**src/rtl/map_write_arbiter.sv**
```systemverilog
// map_write_arbiter
//   Sole owner of write port b of the shared tile-map RAM. It either runs a
//   full-map initialisation sweep from the level ROM, or round-robin
//   arbitrates single-tile writes from NREQ gameplay clients. Its ram_*
//   outputs fan out to every map RAM copy, so the copies stay coherent.
//
// Ports
//   Clk, Reset       clock, async active-high reset
//   init_start       one-cycle pulse, starts a sweep (ignored while busy)
//   init_data        ROM tile code for init_addr (same cycle)
//   init_addr        sweep address to the level ROM (= sweep counter)
//   req/req_addr/    per-client level request, 10-bit tile address and
//   req_data         4-bit tile code, client i in slice i
//   gnt              one-cycle grant pulse, one-hot or zero
//   busy             high while the sweep runs
//   ram_en/addr/data write port b of the map RAM
//   drop_count       saturating count of granted out-of-range writes
module map_write_arbiter #(
  parameter int NREQ  = 3,
  parameter int MAP_W = 20,
  parameter int MAP_H = 15
) (
  input  logic               Clk,
  input  logic               Reset,
  input  logic               init_start,
  input  logic [3:0]         init_data,
  output logic [9:0]         init_addr,
  input  logic [NREQ-1:0]    req,
  input  logic [NREQ*10-1:0] req_addr,
  input  logic [NREQ*4-1:0]  req_data,
  output logic [NREQ-1:0]    gnt,
  output logic               busy,
  output logic               ram_en,
  output logic [9:0]         ram_addr,
  output logic [3:0]         ram_data,
  output logic [7:0]         drop_count
);

  localparam int         MAP_SIZE = MAP_W * MAP_H;
  localparam int         PW       = (NREQ > 1) ? $clog2(NREQ) : 1;
  localparam logic [9:0] LAST     = 10'(MAP_SIZE - 1);

  typedef enum logic {IDLE, SWEEP} state_t;

  state_t                 state, state_n;
  logic [9:0]             cnt, cnt_n;
  logic [PW-1:0]          ptr, ptr_n;
  logic [NREQ-1:0]        gnt_n;
  logic                   busy_n, en_n;
  logic [9:0]             addr_n;
  logic [3:0]             data_n;
  logic [7:0]             drop_n;

  logic [NREQ-1:0][9:0]   addr_v;
  logic [NREQ-1:0][3:0]   data_v;
  logic [NREQ-1:0]        elig;
  logic                   win_found;
  logic [PW-1:0]          win;
  logic [PW:0]            idx;

  assign addr_v    = req_addr;
  assign data_v    = req_data;
  assign init_addr = cnt;

  // Last cycle's winner sits out one cycle so it can drop or change its
  // request after seeing gnt.
  assign elig = req & ~gnt;

  // Rotating priority search starting at ptr. idx is one bit wider than ptr
  // so ptr+k never overflows before the modulo-NREQ fold.
  always_comb begin
    win_found = 1'b0;
    win       = '0;
    idx       = '0;
    for (int k = 0; k < NREQ; k++) begin
      idx = (PW+1)'(ptr) + (PW+1)'(k);
      if (idx >= (PW+1)'(NREQ)) idx = idx - (PW+1)'(NREQ);
      if (!win_found && elig[idx]) begin
        win_found = 1'b1;
        win       = idx[PW-1:0];
      end
    end
  end

  always_comb begin
    state_n = state;
    cnt_n   = cnt;
    ptr_n   = ptr;
    gnt_n   = '0;
    busy_n  = busy;
    en_n    = 1'b0;
    addr_n  = ram_addr;
    data_n  = ram_data;
    drop_n  = drop_count;
    case (state)
      SWEEP: begin
        en_n   = 1'b1;
        addr_n = cnt;
        data_n = init_data;
        if (cnt == LAST) begin
          state_n = IDLE;
          busy_n  = 1'b0;
          cnt_n   = '0;
        end else begin
          cnt_n = cnt + 10'd1;
        end
      end
      default: begin
        if (init_start) begin
          // A sweep start beats any request presented at the same edge.
          state_n = SWEEP;
          cnt_n   = '0;
          busy_n  = 1'b1;
        end else if (win_found) begin
          gnt_n = NREQ'(1) << win;
          ptr_n = (win == PW'(NREQ - 1)) ? '0 : win + PW'(1);
          if (addr_v[win] < 10'(MAP_SIZE)) begin
            en_n   = 1'b1;
            addr_n = addr_v[win];
            data_n = data_v[win];
          end else if (drop_count != 8'hFF) begin
            drop_n = drop_count + 8'd1;
          end
        end
      end
    endcase
  end

  always_ff @(posedge Clk or posedge Reset) begin
    if (Reset) begin
      state      <= IDLE;
      cnt        <= '0;
      ptr        <= '0;
      gnt        <= '0;
      busy       <= 1'b0;
      ram_en     <= 1'b0;
      ram_addr   <= '0;
      ram_data   <= '0;
      drop_count <= '0;
    end else begin
      state      <= state_n;
      cnt        <= cnt_n;
      ptr        <= ptr_n;
      gnt        <= gnt_n;
      busy       <= busy_n;
      ram_en     <= en_n;
      ram_addr   <= addr_n;
      ram_data   <= data_n;
      drop_count <= drop_n;
    end
  end

endmodule

```
**config.mk**
```make
export PLATFORM = sky130hd
export DESIGN_NAME = map_write_arbiter
export DESIGN_NICKNAME = d
export VERILOG_FILES = /design/src/rtl/map_write_arbiter.sv
export SDC_FILE = /design/constraint.sdc
export NUM_CORES = 1
export LEC_CHECK = 0
export BUFFER_PORTS_ARGS = -buffer_cell sky130_fd_sc_hd__buf_2
export CORE_ASPECT_RATIO = 2
export CORE_MARGIN = 2
export CORE_UTILIZATION = 50
export DETAILED_ROUTE_END_ITERATION = 12
export PLACE_DENSITY = 0.79
export SYNTH_ARGS = -nofsm -noshare
export SYNTH_HDL_FRONTEND = slang
export SYNTH_SLANG_ARGS = --single-unit
```
**constraint.sdc**
```tcl
create_clock -name Clk -period 6.1 [get_ports Clk]
set_input_delay 0.305 -clock Clk [delete_from_list [all_inputs] [get_ports Clk]]
set_output_delay 0.305 -clock Clk [all_outputs]
set_load 0.01 [all_outputs]
```
==> key figures <==
GRT
  – First-pass GRT wire length: 12.5 mm
  – Vias in the first global route: 2595
  – Overall Global Routing Usage: 27.0%
  – GR Overflow Total: 0
  – Initial antenna violation count: 0
  – Pin count of the biggest net entering global routing: 41

Detailed routing
  – Met3 WL: 266 um
  – Total iterations of the first detailed-routing run: 4
  – Post-Route M1 WL: 2.70 mm
  – DRT antenna net count: 0
  – WL per Instance: 17.9 um
  – Highest routed layer: met4
  – WL final: 7.75 mm
  – Iteration-0 DRC Markers: 145
  – Vias per std cell: 6.01
  – Drt drc: 0
  – Routed wl met2: 4.47 mm
  – Vias: 2596

Power and ir drop
  – Leak: 1.55 nW
  – PwrDens: 415 nW/um2
  – Peak VDD IR: 0.359 mV
  – Total Power: 1.34 mW

STA
  – Period utilization: 62.9%
  – Final Setup Violations: 0
  – Setup TNS: 0 ps
  – Final Hold Viols: 0
  – Hold Worst Slack: 121 ps
  – F_max: 261 MHz
  – RSZ-0062 raised after global routing: false
  – Min Tclk post-route: 3840 ps
  – Post-route setup slack: 2260 ps
  – Setup Skew: 11.5 ps
  – Worst-Margin Slew: 822 ps
  – Pins Over Slew Limit: 0
  – Slew headroom: 45.0%

Worst setup path
  – Cells along the critical path: inv_1 -> ha_1 -> mux2_2 -> o2111a_1 -> nor2_2 -> mux2_2 -> a221oi_4 -> o311a_4 -> nor2_1 -> a221o_1
  – Slowest-stage cell, CP: nor2_2
  – Arrival @ worst endpoint: 4010 ps
  – Cell with the most instances on the worst path: mux2_2
  – WS Path Type: reg2reg
  – Crit path max fanout: 12
  – Worst setup EP type: flip-flop
  – CP max stage delay: 530 ps
  – CP startpoint kind: flip-flop
  – Required @ worst endpoint: 6270 ps

Floorplan
  – Core Region: 5140 um2
  – Die Width: 55.5 um
  – Initial core utilization: 51.6%
  – I/O pin count: 89
  – Die area: 5930 um2
  – Die Y: 107 um
  – Rows: 37

Final layout
  – Fin util: 62.6%
  – Most frequent cells in the layout: buf_2, dfrtp_1, nand2_1, o21ai_0, nor2_1
  – Area of the multi-input gates: 1550 um2
  – Commonest non-fill, non-tap cell in the layout: buf_2
  – FILL cells: 472
  – Ratio of cells with drive above 1 in the final layout: 31.3%
  – Sequential cell area: 1000 um2
  – Final instance area: 3220 um2
  – Number of diodes: 0
  – Nets: 430
  – Post-Layout Cell Count: 432
  – Area growth syn-to-layout: 21.4%

Synth
  – Mapped Nets: 345
  – Avg Inst Size Synth: 9.20 um2
  – Yosys top cell area share: 37.8%
  – Ys async rst share: 100%
  – Sequential fraction of the synthesis area: 37.8%
  – Main synth FF type: dfrtp_1
  – Yosys warns: 0
  – Mapped Cells: 288
  – Cell taking the most area after synthesis: dfrtp_1
  – Synth area leaders: dfrtp_1, o21ai_0, nand2_1, mux2i_1, o211ai_1
  – Synthesized cell area: 2650 um2
  – Seq cells post-synth: 40
  – Post-synth EDFFs: 0
  – Synth unique cells: 62

Clock network
  – Clock buffer depth: 2
  – CTS Sinks: 40
  – Clk root buf: clkbuf_8
  – Cts hold-fix bufs: 0
  – CTS clock-pin slew for the worst setup and hold paths: 80 ps
  – CTS tree: done
  – Post-CTS sizing: 0
  – Num CTS Buffers: 5
  – Skew-Pair Late Insertion Delay: 290 ps
  – Post-CTS Setup Bufs: 0
  – H-Tree Depth: 2

Placement
  – Setup WS pre-CTS: 2300 ps
  – Detail Placement HPWL: 6.09 mm
  – Final GP Congestion: 0.952
  – Placed Area: 3110 um2
  – Placed Instances: 424
  – I/O Buffers: 88

Job
  – Max Cap Viol: 0

Worst hold path
  – Hold Crit Class: in2async

Status
  – Status: completed
==> logic make-up after synthesis <==
kind of cell | count (synthesis) | synth area share (%)
fa+ha+maj | 5 | 2.36
buf+inv | 18 | 3.59
simple gates | 117 | 24.4
compound gates | 86 | 23.8
xor+xnor | 8 | 2.64
mux | 14 | 5.48
flops | 40 | 37.8
==> layer usage <==
metal | global-route usage, % | vias to the layer above
met5 | 0 | -
met4 | 12.5 | 0
met3 | 3.26 | 20
met2 | 52.3 | 85
met1 | 27.9 | 1240
li1 | - | 1251
==> cell usage after synthesis (3+ instances only) <==
| library cell | n |
|---|---|
| nand3_1 | 13 |
| nor2b_1 | 6 |
| nor3_1 | 3 |
| ha_1 | 5 |
| buf_6 | 3 |
| nand2_1 | 32 |
| nand2b_1 | 5 |
| xnor2_1 | 5 |
| nand3b_1 | 3 |
| mux2_2 | 3 |
| dfrtp_1 | 40 |
| xor2_1 | 3 |
| mux2i_1 | 10 |
| clkbuf_1 | 6 |
| a31oi_1 | 5 |
| nand4_1 | 8 |
| inv_1 | 5 |
| a21oi_1 | 10 |
| and3_1 | 7 |
| o211ai_1 | 10 |
| or3b_1 | 8 |
| nor2_1 | 17 |
| o21ai_0 | 31 |
==> sequential cells by signal, indices dropped and copies added (netlist names) <==
name / flops
state: 1
ram_data: 4
busy: 1
ram_addr: 10
ram_en: 1
gnt: 3
init_addr: 10
ptr: 2
drop_count: 8
==> where the power goes <==
part           switching [mW]  leakage [nW]  internal, mW
combinational           0.401          1.00         0.282
sequential             0.0931         0.495         0.347
clock                  0.0910        0.0552         0.121
total                   0.585          1.55         0.750
==> final timing paths <==
kind / start / slack, ps / to / cells after the start
worst max-delay path: ptr[0] / 2260 / ram_addr[6] / 10
worst min-delay path: Reset / 120 / ram_en / 3
worst max register to register: ptr[0] / 2260 / ram_addr[6] / 10
worst min register to register: drop_count[4] / 490 / drop_count[4] / 1
max in group asynchronous: Reset / 5620 / ram_data[3] / 3
min in group Clk: init_data[0] / 240 / ram_data[0] / 3
==> critical path: cells and delay by family (launching register included) <==
family / cells / cell delay [ps]
AOI/OAI and AO/OA: 4 / 1310
muxes: 2 / 830
and+or+nand+nor: 2 / 620
adders and majority gates: 1 / 470
DFF: 1 / 390
buffers and inverters: 1 / 80
==> layout make-up <==
class	count	area share [%]
Inverter	5	0.583
Clock inverter	2	1.09
Clock buffer	6	2.26
Multi-Input combinational cell	230	48.3
Tap cell	58	2.26
Timing Repair Buffer	91	14.4
Sequential cell	40	31.1
(Power assumes the default switching activity.)
